## config.mk

```make
export PLATFORM = sky130hd
export DESIGN_NAME = ppu_bg_pixel_fifo_flat
export DESIGN_NICKNAME = d
export VERILOG_FILES = /design/src/rtl/ppu_bg_pixel_fifo_if.sv /design/src/rtl/ppu_bg_pixel_fifo.sv /design/src/flat_wrapper.sv
export SDC_FILE = /design/constraint.sdc
export NUM_CORES = 1
export LEC_CHECK = 0
export BUFFER_PORTS_ARGS = -buffer_cell sky130_fd_sc_hd__buf_2
export CORE_MARGIN = 5
export CORE_UTILIZATION = 40
export DETAILED_ROUTE_END_ITERATION = 10
export PLACE_DENSITY = 0.63
export SLEW_MARGIN = 20
export SYNTH_ARGS = -nofsm -noshare
export SYNTH_HDL_FRONTEND = slang
export SYNTH_SLANG_ARGS = --single-unit
```

## constraint.sdc

```tcl
create_clock -name clk -period 2.2 [get_ports clk]
set_input_delay 0.11 -clock clk [delete_from_list [all_inputs] [get_ports clk]]
set_output_delay 0.11 -clock clk [all_outputs]
set_load 0.02 [all_outputs]
```

## src/rtl/ppu_bg_pixel_fifo_if.sv

```systemverilog
// ppu_bg_pixel_fifo_if
// Handshake bundle between the BG fetcher / LCD sink and the background pixel FIFO.
//   load_valid, load_lo, load_hi : fetcher presents one two-plane tile row
//   load_ready                   : FIFO has room for a full row
//   px_valid, px_out             : FIFO presents one shaded pixel
//   px_ready                     : sink accepts the pixel
// Modports: master = fetcher/sink side, slave = FIFO side.
interface ppu_bg_pixel_fifo_if #(
    parameter int ROW_PX = 8
);
    logic              load_valid;
    logic              load_ready;
    logic [ROW_PX-1:0] load_lo;
    logic [ROW_PX-1:0] load_hi;
    logic              px_valid;
    logic              px_ready;
    logic [1:0]        px_out;

    modport master (
        output load_valid, load_lo, load_hi, px_ready,
        input  load_ready, px_valid, px_out
    );

    modport slave (
        input  load_valid, load_lo, load_hi, px_ready,
        output load_ready, px_valid, px_out
    );
endinterface

```

## src/rtl/ppu_bg_pixel_fifo.sv

```systemverilog
// ppu_bg_pixel_fifo
// Background pixel FIFO for the PPU draw path. Takes whole tile rows from the
// BG fetcher, drops the SCX fine-scroll pixels at line start, maps colour
// indices through BGP and emits one shade per cycle toward the LCD sink.
// Ports:
//   clk, rst           : clock, asynchronous active-high reset
//   flush              : synchronous clear of storage, discard and column state
//   discard_set/_n     : load the fine-scroll discard counter
//   bg_enable, palette : LCDC[0] and BGP, applied combinationally at emit time
//   bus (slave)        : tile row load handshake and pixel output handshake
//   count              : pixels currently stored
//   x_out              : pixels emitted this line
//   line_done          : sticky end-of-line flag, cleared by flush
module ppu_bg_pixel_fifo #(
    parameter int DEPTH   = 16,
    parameter int ROW_PX  = 8,
    parameter int LINE_PX = 160,
    localparam int CNT_W  = $clog2(DEPTH + 1),
    localparam int PTR_W  = $clog2(DEPTH)
) (
    input  logic               clk,
    input  logic               rst,
    input  logic               flush,
    input  logic               discard_set,
    input  logic [2:0]         discard_n,
    input  logic               bg_enable,
    input  logic [7:0]         palette,
    ppu_bg_pixel_fifo_if.slave bus,
    output logic [CNT_W-1:0]   count,
    output logic [7:0]         x_out,
    output logic               line_done
);

    logic [1:0]       mem [DEPTH];
    logic [1:0]       row_px [ROW_PX];

    logic [CNT_W-1:0] count_reg, count_next;
    logic [PTR_W-1:0] rd_ptr_reg, rd_ptr_next;
    logic [PTR_W-1:0] wr_ptr_reg, wr_ptr_next;
    logic [2:0]       discard_reg, discard_next;
    logic [7:0]       x_reg, x_next;
    logic             done_reg, done_next;

    logic             load_fire;
    logic             discard_pop;
    logic             emit_pop;
    logic             pop;
    logic [1:0]       idx;

    // Row entry k leaves first for k=0, so it takes the leftmost (MSB) bits.
    generate
        for (genvar gi = 0; gi < ROW_PX; gi++) begin : g_row
            assign row_px[gi] = {bus.load_hi[ROW_PX-1-gi], bus.load_lo[ROW_PX-1-gi]};
        end
    endgenerate

    // Room is judged on the pre-update count, so a pop in the same cycle does
    // not open space for a load until the next cycle.
    assign bus.load_ready = (count_reg <= CNT_W'(DEPTH - ROW_PX)) && !flush;
    assign load_fire      = bus.load_valid && bus.load_ready;

    assign discard_pop  = (discard_reg != 3'd0) && (count_reg != '0);
    assign bus.px_valid = (count_reg != '0) && (discard_reg == 3'd0) && !done_reg;
    assign emit_pop     = bus.px_valid && bus.px_ready;
    assign pop          = discard_pop || emit_pop;

    // Head read is combinational so a row loaded into an empty FIFO is
    // visible on the very next cycle.
    assign idx        = mem[rd_ptr_reg];
    assign bus.px_out = (bus.px_valid && bg_enable) ? palette[{idx, 1'b0} +: 2] : 2'b00;

    assign count     = count_reg;
    assign x_out     = x_reg;
    assign line_done = done_reg;

    always_comb begin
        count_next   = count_reg;
        rd_ptr_next  = rd_ptr_reg;
        wr_ptr_next  = wr_ptr_reg;
        discard_next = discard_reg;
        x_next       = x_reg;
        done_next    = done_reg;

        if (flush) begin
            count_next   = '0;
            rd_ptr_next  = '0;
            wr_ptr_next  = '0;
            x_next       = 8'd0;
            done_next    = 1'b0;
            discard_next = discard_set ? discard_n : 3'd0;
        end else begin
            count_next = count_reg
                       + (load_fire ? CNT_W'(ROW_PX) : CNT_W'(0))
                       - (pop ? CNT_W'(1) : CNT_W'(0));

            // The write pointer only ever holds multiples of ROW_PX, so a
            // row never straddles the wrap point.
            if (load_fire) begin
                wr_ptr_next = (wr_ptr_reg == PTR_W'(DEPTH - ROW_PX)) ? '0
                            : wr_ptr_reg + PTR_W'(ROW_PX);
            end

            if (pop) begin
                rd_ptr_next = (rd_ptr_reg == PTR_W'(DEPTH - 1)) ? '0
                            : rd_ptr_reg + PTR_W'(1);
            end

            // A fresh discard request overrides an in-progress countdown.
            if (discard_set) begin
                discard_next = discard_n;
            end else if (discard_pop) begin
                discard_next = discard_reg - 3'd1;
            end

            if (emit_pop) begin
                x_next = x_reg + 8'd1;
                if (x_reg == 8'(LINE_PX - 1)) begin
                    done_next = 1'b1;
                end
            end
        end
    end

    always_ff @(posedge clk or posedge rst) begin
        if (rst) begin
            count_reg   <= '0;
            rd_ptr_reg  <= '0;
            wr_ptr_reg  <= '0;
            discard_reg <= 3'd0;
            x_reg       <= 8'd0;
            done_reg    <= 1'b0;
        end else begin
            count_reg   <= count_next;
            rd_ptr_reg  <= rd_ptr_next;
            wr_ptr_reg  <= wr_ptr_next;
            discard_reg <= discard_next;
            x_reg       <= x_next;
            done_reg    <= done_next;
        end
    end

    // Storage contents are meaningless while count is zero, so they need no reset.
    always_ff @(posedge clk) begin
        if (load_fire) begin
            for (int k = 0; k < ROW_PX; k++) begin
                mem[wr_ptr_reg + PTR_W'(k)] <= row_px[k];
            end
        end
    end

endmodule

```

## src/flat_wrapper.sv

```systemverilog
// flat-port wrapper written by rule: the top's interface ports become plain ports
module ppu_bg_pixel_fifo_flat 
#(
    parameter int DEPTH   = 16,
    parameter int ROW_PX  = 8,
    parameter int LINE_PX = 160,
    localparam int CNT_W  = $clog2(DEPTH + 1),
    localparam int PTR_W  = $clog2(DEPTH)
)
  (clk, rst, flush, discard_set, discard_n, bg_enable, palette, count, x_out, line_done, bus_load_valid, bus_load_lo, bus_load_hi, bus_px_ready, bus_load_ready, bus_px_valid, bus_px_out);
  ppu_bg_pixel_fifo_if #(.ROW_PX(ROW_PX)) bus_i ();
  input  logic clk;
  input  logic rst;
  input  logic flush;
  input  logic discard_set;
  input  logic [2:0] discard_n;
  input  logic bg_enable;
  input  logic [7:0] palette;
  output logic [CNT_W-1:0] count;
  output logic [7:0] x_out;
  output logic line_done;
  input wire logic [$bits(bus_i.load_valid)-1:0] bus_load_valid;
  input wire logic [$bits(bus_i.load_lo)-1:0] bus_load_lo;
  input wire logic [$bits(bus_i.load_hi)-1:0] bus_load_hi;
  input wire logic [$bits(bus_i.px_ready)-1:0] bus_px_ready;
  output wire logic [$bits(bus_i.load_ready)-1:0] bus_load_ready;
  output wire logic [$bits(bus_i.px_valid)-1:0] bus_px_valid;
  output wire logic [$bits(bus_i.px_out)-1:0] bus_px_out;
  assign bus_i.load_valid = bus_load_valid;
  assign bus_i.load_lo = bus_load_lo;
  assign bus_i.load_hi = bus_load_hi;
  assign bus_i.px_ready = bus_px_ready;
  assign bus_load_ready = bus_i.load_ready;
  assign bus_px_valid = bus_i.px_valid;
  assign bus_px_out = bus_i.px_out;
  ppu_bg_pixel_fifo #(.DEPTH(DEPTH), .ROW_PX(ROW_PX), .LINE_PX(LINE_PX)) u_core (.clk(clk), .rst(rst), .flush(flush), .discard_set(discard_set), .discard_n(discard_n), .bg_enable(bg_enable), .palette(palette), .bus(bus_i), .count(count), .x_out(x_out), .line_done(line_done));
endmodule
```

==> flow_summary.ini, run 1 <==
[run_status]
status = complete, but fails checks
violations = negative setup slack

[synth]
synth_cells = 261
synth_edf_count = 32
synth_ff_type = edfxtp_1
ys_warn_count = 0
synth.largest_area_cell = edfxtp_1
synth_top_area_share_pct = 31.6
async_flop_share_pct = 40.7
avgSynthCellArea_um2 = 11.6
synth_seq_area_share_pct = 49.8
ys_top_cells_by_area = edfxtp_1 32%, dfrtp_1 18%, mux2_1 5.2%
syn_area_um2 = 3040
ys_seq_elements = 54
syn-num-nets = 305
post_synth_num_cell_types = 47

[cells_and_area]
stdcell_count = 421
drive_gt1_share_pct = 33.2
antennaDiodeCount = 0
mostFrequentLayoutCells = 49 x buf_2, 32 x edfxtp_1, 24 x nor2_1, 20 x dfrtp_1, 19 x buf_4
largest_reg_flops = 32
final_common_cell = buf_2
area_growth_syn_to_layout_pct = 22.4
fin_nets = 365

[power_and_ir_drop]
switchingPower_mw = 1.37
ir_worst_vdd_uv = 406
p_leak_nw = 1.64
power_switching_share_pct = 36.9
p_seq_share_pct = 37.1
p_per_area_nw_per_um2 = 1000
p_int_mw = 2.35
finalPower_mw = 3.73
combPwrFrac_pct = 47.0
clkPwrFrac_pct = 15.9

[timing]
finalCritPeriodShare_pct = 110
whs_ps = 73.2
period_minus_slack_ps = 2430
setup_tns_ps = -442
clock.fmax_ghz = 0.412
setup_viol = 2
hold_viol = 0
worst_pin_slew_ps = 888
final_max_slew_viol_count = 0
finClkSkew_ps = 10.9
rsz0062_at_grt = yes
worst_slack_ps = -230
slew-limit-headroom_pct = 40.7

[route]
avgViaCountPerCell = 5.07
drc_errors = 0
ant_nets = 0
routed-via-count = 2136
drt_iter0_markers = 96
firstDrtPassIters = 4
wl_per_cell_um = 15.4
drt_wl_total_mm = 6.49

[clocking]
cts_tree = yes
cts-root-buf = clkbuf_8
clk_pin_slew_ps = 110
insertion_delay_ps = 310
cts.path.max_buffers = 2
cts_max_level = 2
cts.sinks = 54
cts_buffers = 5

[floorplan]
core_area_um2 = 7330
start_util_pct = 41.4
rows = 31
die_y_um = 97.2
die_w_um = 97.2
dieArea_um2 = 9440
ios = 52

[place]
placed_cells_incl_taps = 406
dp_hpwl_mm = 4.76
port_buffers = 51
gp_congestion = 0.742
dp_slack_ps = 0.0868

[critical_path]
worstPathRequired_ps = 2090
crit_type = reg2out
worst_setup_path_end_kind = output port
critPathLaunchType = flip-flop
cp.arrival_ps = 2320
cp_max_fo = 3

[grt]
grtUsageTotal_pct = 14.3
grt_pass1_vias = 2226
antenna_found_initial = 0
grt_pass1_wl_mm = 11.0
overflow = 0
grt_max_degree = 24

[min_path]
holdCritPathClass = in2reg

[job]
cap_viol_max_count = 0
final cells by class:
| cell class | instances | area [um^2] |
|---|---|---|
| sequential | 54 | 1510 |
| clock inverter | 3 | 28.8 |
| fill | 686 | 3610 |
| timing repair buffer | 73 | 452 |
| tap | 99 | 124 |
| clock buffer | 5 | 68.8 |
| inverter | 12 | 45.0 |
| multi-input combinational | 175 | 1490 |
critical path: stages, from the launching register on:
cell	delay (ps)
dfrtp_1	400
buf_6	120
mux4_2	500
mux4_2	510
nand3b_4	200
o22ai_4	150
buf_6	140
cell families after synthesis:
kind of cell / Yosys count / share of synthesized area (%)
XOR/XNOR: 10 / 2.88
flip-flops: 54 / 49.8
multiplexers: 30 / 13.1
AO/OA/AOI/OAI: 43 / 10.1
buffers and inverters: 32 / 4.86
adder cells (fa/ha/maj): 10 / 4.37
AND/OR/NAND/NOR: 82 / 15.0
routing by layer:
metal,track usage (%),vias to the layer above,wire length [um]
met5,0,-,0
met4,3.56,0,51
met3,2.80,5,317
met2,23.4,45,3160
met1,19.4,1011,2950
li1,-,1075,-
Yosys cell counts (2+ instances only):
| library cell | count |
|---|---|
| clkbuf_1 | 15 |
| mux2i_1 | 10 |
| inv_1 | 12 |
| nor2_1 | 25 |
| nand2_1 | 8 |
| nor2b_1 | 4 |
| nand3_1 | 6 |
| a21oi_1 | 12 |
| a41oi_1 | 2 |
| a32oi_1 | 2 |
| a21o_1 | 15 |
| ha_1 | 9 |
| edfxtp_1 | 32 |
| and4b_1 | 5 |
| mux2_1 | 14 |
| xnor2_1 | 4 |
| mux4_2 | 5 |
| buf_4 | 2 |
| nand2b_1 | 6 |
| xor2_1 | 6 |
| and3_1 | 10 |
| nor3_1 | 5 |
| a211oi_1 | 3 |
| nor4_1 | 4 |
| dfrtp_1 | 22 |
| nand4_1 | 2 |
power groups by stage:
stage	Sequential [mW]	Clock, mW	Combinational, mW
floorplan	1.41	0	1.10
global placement	1.40	0	1.49
detailed placement	1.40	0	1.53
CTS	1.38	0.613	1.64
global route	1.41	0.668	1.94
finish	1.38	0.593	1.75
per-stage QoR:
stage               area [um^2]  utilization (%)
floorplan                  3060                -
CTS                        3650             49.8
global placement           3460             47.2
detailed placement         3460             47.2
finish                     3720             50.7
global route               3720             50.7
what timing repair did:
| item | 4_1_cts | 5_1_grt |
|---|---|---|
| pin swaps | 3 | 6 |
| setup endpoints to repair | 2 | 5 |
| gates resized for setup | 12 | 11 |
| gates cloned | 0 | 0 |
| hold endpoints to repair | 12 | 0 |
| setup buffers | 3 | 3 |
| hold buffers | 1 | 0 |
worst paths after layout:
check	from	end	slack (ps)	depth (start not counted)
setup / recovery	u_core.rd_ptr_reg[1]	bus_px_out[0]	-230	6
hold / removal	discard_n[1]	u_core.discard_reg[1]	70	3
setup reg to reg	u_core.discard_reg[0]	u_core.count[3]	100	11
hold reg to reg	u_core.discard_reg[2]	u_core.discard_reg[2]	550	2
max in group asynchronous	rst	u_core.count[1]	1080	3
min in group asynchronous	rst	u_core.line_done	520	3
Note: power is estimated with default switching activity, not from simulation.
==> inputs of run 2 (changes only) <==
--- a/config.mk
+++ b/config.mk
@@ -6,10 +6,13 @@
 export NUM_CORES = 1
 export LEC_CHECK = 0
 export BUFFER_PORTS_ARGS = -buffer_cell sky130_fd_sc_hd__buf_2
+export CAP_MARGIN = 20
+export CELL_PAD_IN_SITES_DETAIL_PLACEMENT = 1
+export CELL_PAD_IN_SITES_GLOBAL_PLACEMENT = 1
 export CORE_MARGIN = 5
 export CORE_UTILIZATION = 40
 export DETAILED_ROUTE_END_ITERATION = 10
-export PLACE_DENSITY = 0.63
+export PLACE_DENSITY = 0.77
 export SLEW_MARGIN = 20
 export SYNTH_ARGS = -nofsm -noshare
 export SYNTH_HDL_FRONTEND = slang
==> flow_summary.ini, run 2 (synthesis results as in run 1) <==
[timing]
hold_viol = 0
whs_ps = 69.2
slew-limit-headroom_pct = 39.8
rsz0062_at_grt = yes
finClkSkew_ps = 9.05
finalCritPeriodShare_pct = 112
worst_slack_ps = -274
final_max_slew_viol_count = 0
setup_viol = 2
clock.fmax_ghz = 0.404
worst_pin_slew_ps = 902
period_minus_slack_ps = 2470

[floorplan]
die_y_um = 97.2
rows = 31
ios = 52
dieArea_um2 = 9440
start_util_pct = 41.4
die_w_um = 97.2
core_area_um2 = 7330

[route]
avgViaCountPerCell = 5.28
drc_errors = 0
wl_per_cell_um = 18.1
routed-via-count = 2223
ant_nets = 0
drt_wl_total_mm = 7.62
drt_iter0_markers = 91
firstDrtPassIters = 4

[clocking]
cts.sinks = 54
cts_tree = yes
cts-root-buf = clkbuf_8
cts.path.max_buffers = 2
insertion_delay_ps = 320
cts_buffers = 5
cts_max_level = 2
clk_pin_slew_ps = 110

[critical_path]
crit_type = reg2out
worst_setup_path_end_kind = output port
critPathLaunchType = flip-flop
endpoint = bus_px_out[1]
cp.arrival_ps = 2360
cp_max_fo = 10
worstPathRequired_ps = 2090
r2r-start = u_core.count[1]
rrSetupSlack_ps = 130
crit_path_start = u_core.rd_ptr_reg[1]
r2r_cells = 9
reg2reg_to = u_core.count[4]

[power_and_ir_drop]
p_seq_share_pct = 37.3
p_int_mw = 2.34
p_per_area_nw_per_um2 = 1010
finalPower_mw = 3.76
combPwrFrac_pct = 46.6
clkPwrFrac_pct = 16.1
switchingPower_mw = 1.42
ir_worst_vdd_uv = 324
p_leak_nw = 1.63
power_switching_share_pct = 37.7

[grt]
grt_pass1_vias = 2415
antenna_found_initial = 0
grt_pass1_wl_mm = 12.6
grt_max_degree = 24
grtUsageTotal_pct = 16.8
overflow = 0

[cells_and_area]
largest_reg_flops = 32
fill_cells = 800
drive_gt1_share_pct = 32.6
fin_nets = 365
area_growth_syn_to_layout_pct = 22.0
final_common_cell = buf_2
fin_area_um2 = 3710
mostFrequentLayoutCells = 49 x buf_2, 32 x edfxtp_1, 25 x nor2_1, 20 x buf_4, 20 x dfrtp_1
antennaDiodeCount = 0
stdcell_count = 421

[place]
placed_cells_incl_taps = 407
placed_area_um2 = 3480
gp_congestion = 0.762
dp_hpwl_mm = 5.51
port_buffers = 51

[run_status]
status = complete, but fails checks
violations = negative setup slack

[min_path]
holdCritPathClass = in2reg

[job]
cap_viol_max_count = 0
[run 2: per-layer routing]
layer / share of wire (%) / vias up / wire (um) / track usage [%]
li1: - / 1072 / - / -
met1: 44 / 1087 / 3360 / 20.8
met2: 50 / 54 / 3780 / 28.6
met3: 4.5 / 10 / 342 / 3.66
met4: 1.9 / 0 / 147 / 6.05
met5: 0 / - / 0 / 0
[run 2: area by class of cell]
type | count | area [um^2] | area share, %
multi-input cells | 175 | 1470 | 39.7
clock buffers | 5 | 68.8 | 1.86
well taps | 99 | 124 | 3.34
clock inverters | 3 | 26.3 | 0.709
inverters | 12 | 45.0 | 1.21
flip-flops and latches | 54 | 1510 | 40.8
repair buffers | 73 | 457 | 12.3
[run 2: stage by stage]
| stage | setup slack (ps) | TNS [ps] | util (%) |
|---|---|---|---|
| floorplan | 9.80 | 0 | - |
| global placement | 13.6 | 0 | 47.5 |
| detailed placement | -48.1 | -77.0 | 47.5 |
| CTS | -288 | -557 | 49.7 |
| global route | -411 | -797 | 50.6 |
| finish | -274 | -516 | 50.6 |
[run 2: how the worst min path moves through the flow]
| stage | from | to | cells past startpoint |
|---|---|---|---|
| floorplan | rst | u_core.count[0] | 1 |
| global placement | rst | u_core.discard_reg[0] | 2 |
| detailed placement | rst | u_core.discard_reg[0] | 2 |
| CTS | bus_load_hi[0] | u_core.mem[15][1] | 2 |
| global route | bus_load_lo[2] | u_core.mem[13][0] | 2 |
| finish | bus_load_hi[0] | u_core.mem[15][1] | 2 |
[run 2: power by group through the flow]
stage / registers, mW / logic, mW / clock network [mW]
detailed placement: 1.42 / 1.59 / 0
floorplan: 1.41 / 1.10 / 0
global route: 1.42 / 1.94 / 0.683
finish: 1.40 / 1.75 / 0.607
global placement: 1.41 / 1.51 / 0
CTS: 1.40 / 1.68 / 0.625
[run 2: timing repair]
| action | in CTS | in global routing |
|---|---|---|
| pin swaps | 2 | 4 |
| buffers inserted | 3 | 2 |
| gates resized for setup | 9 | 9 |
| endpoints found under the hold margin | 22 | 0 |
| hold buffers | 1 | 0 |
| setup endpoints to repair | 2 | 5 |
[run 2: critical path, stage by stage, from the launching register on]
cell,delay [ps]
dfrtp_1,420
buf_12,160
mux2i_1,120
mux4_2,560
and3_4,230
nor4_4,260
o22ai_1,120
buf_4,170
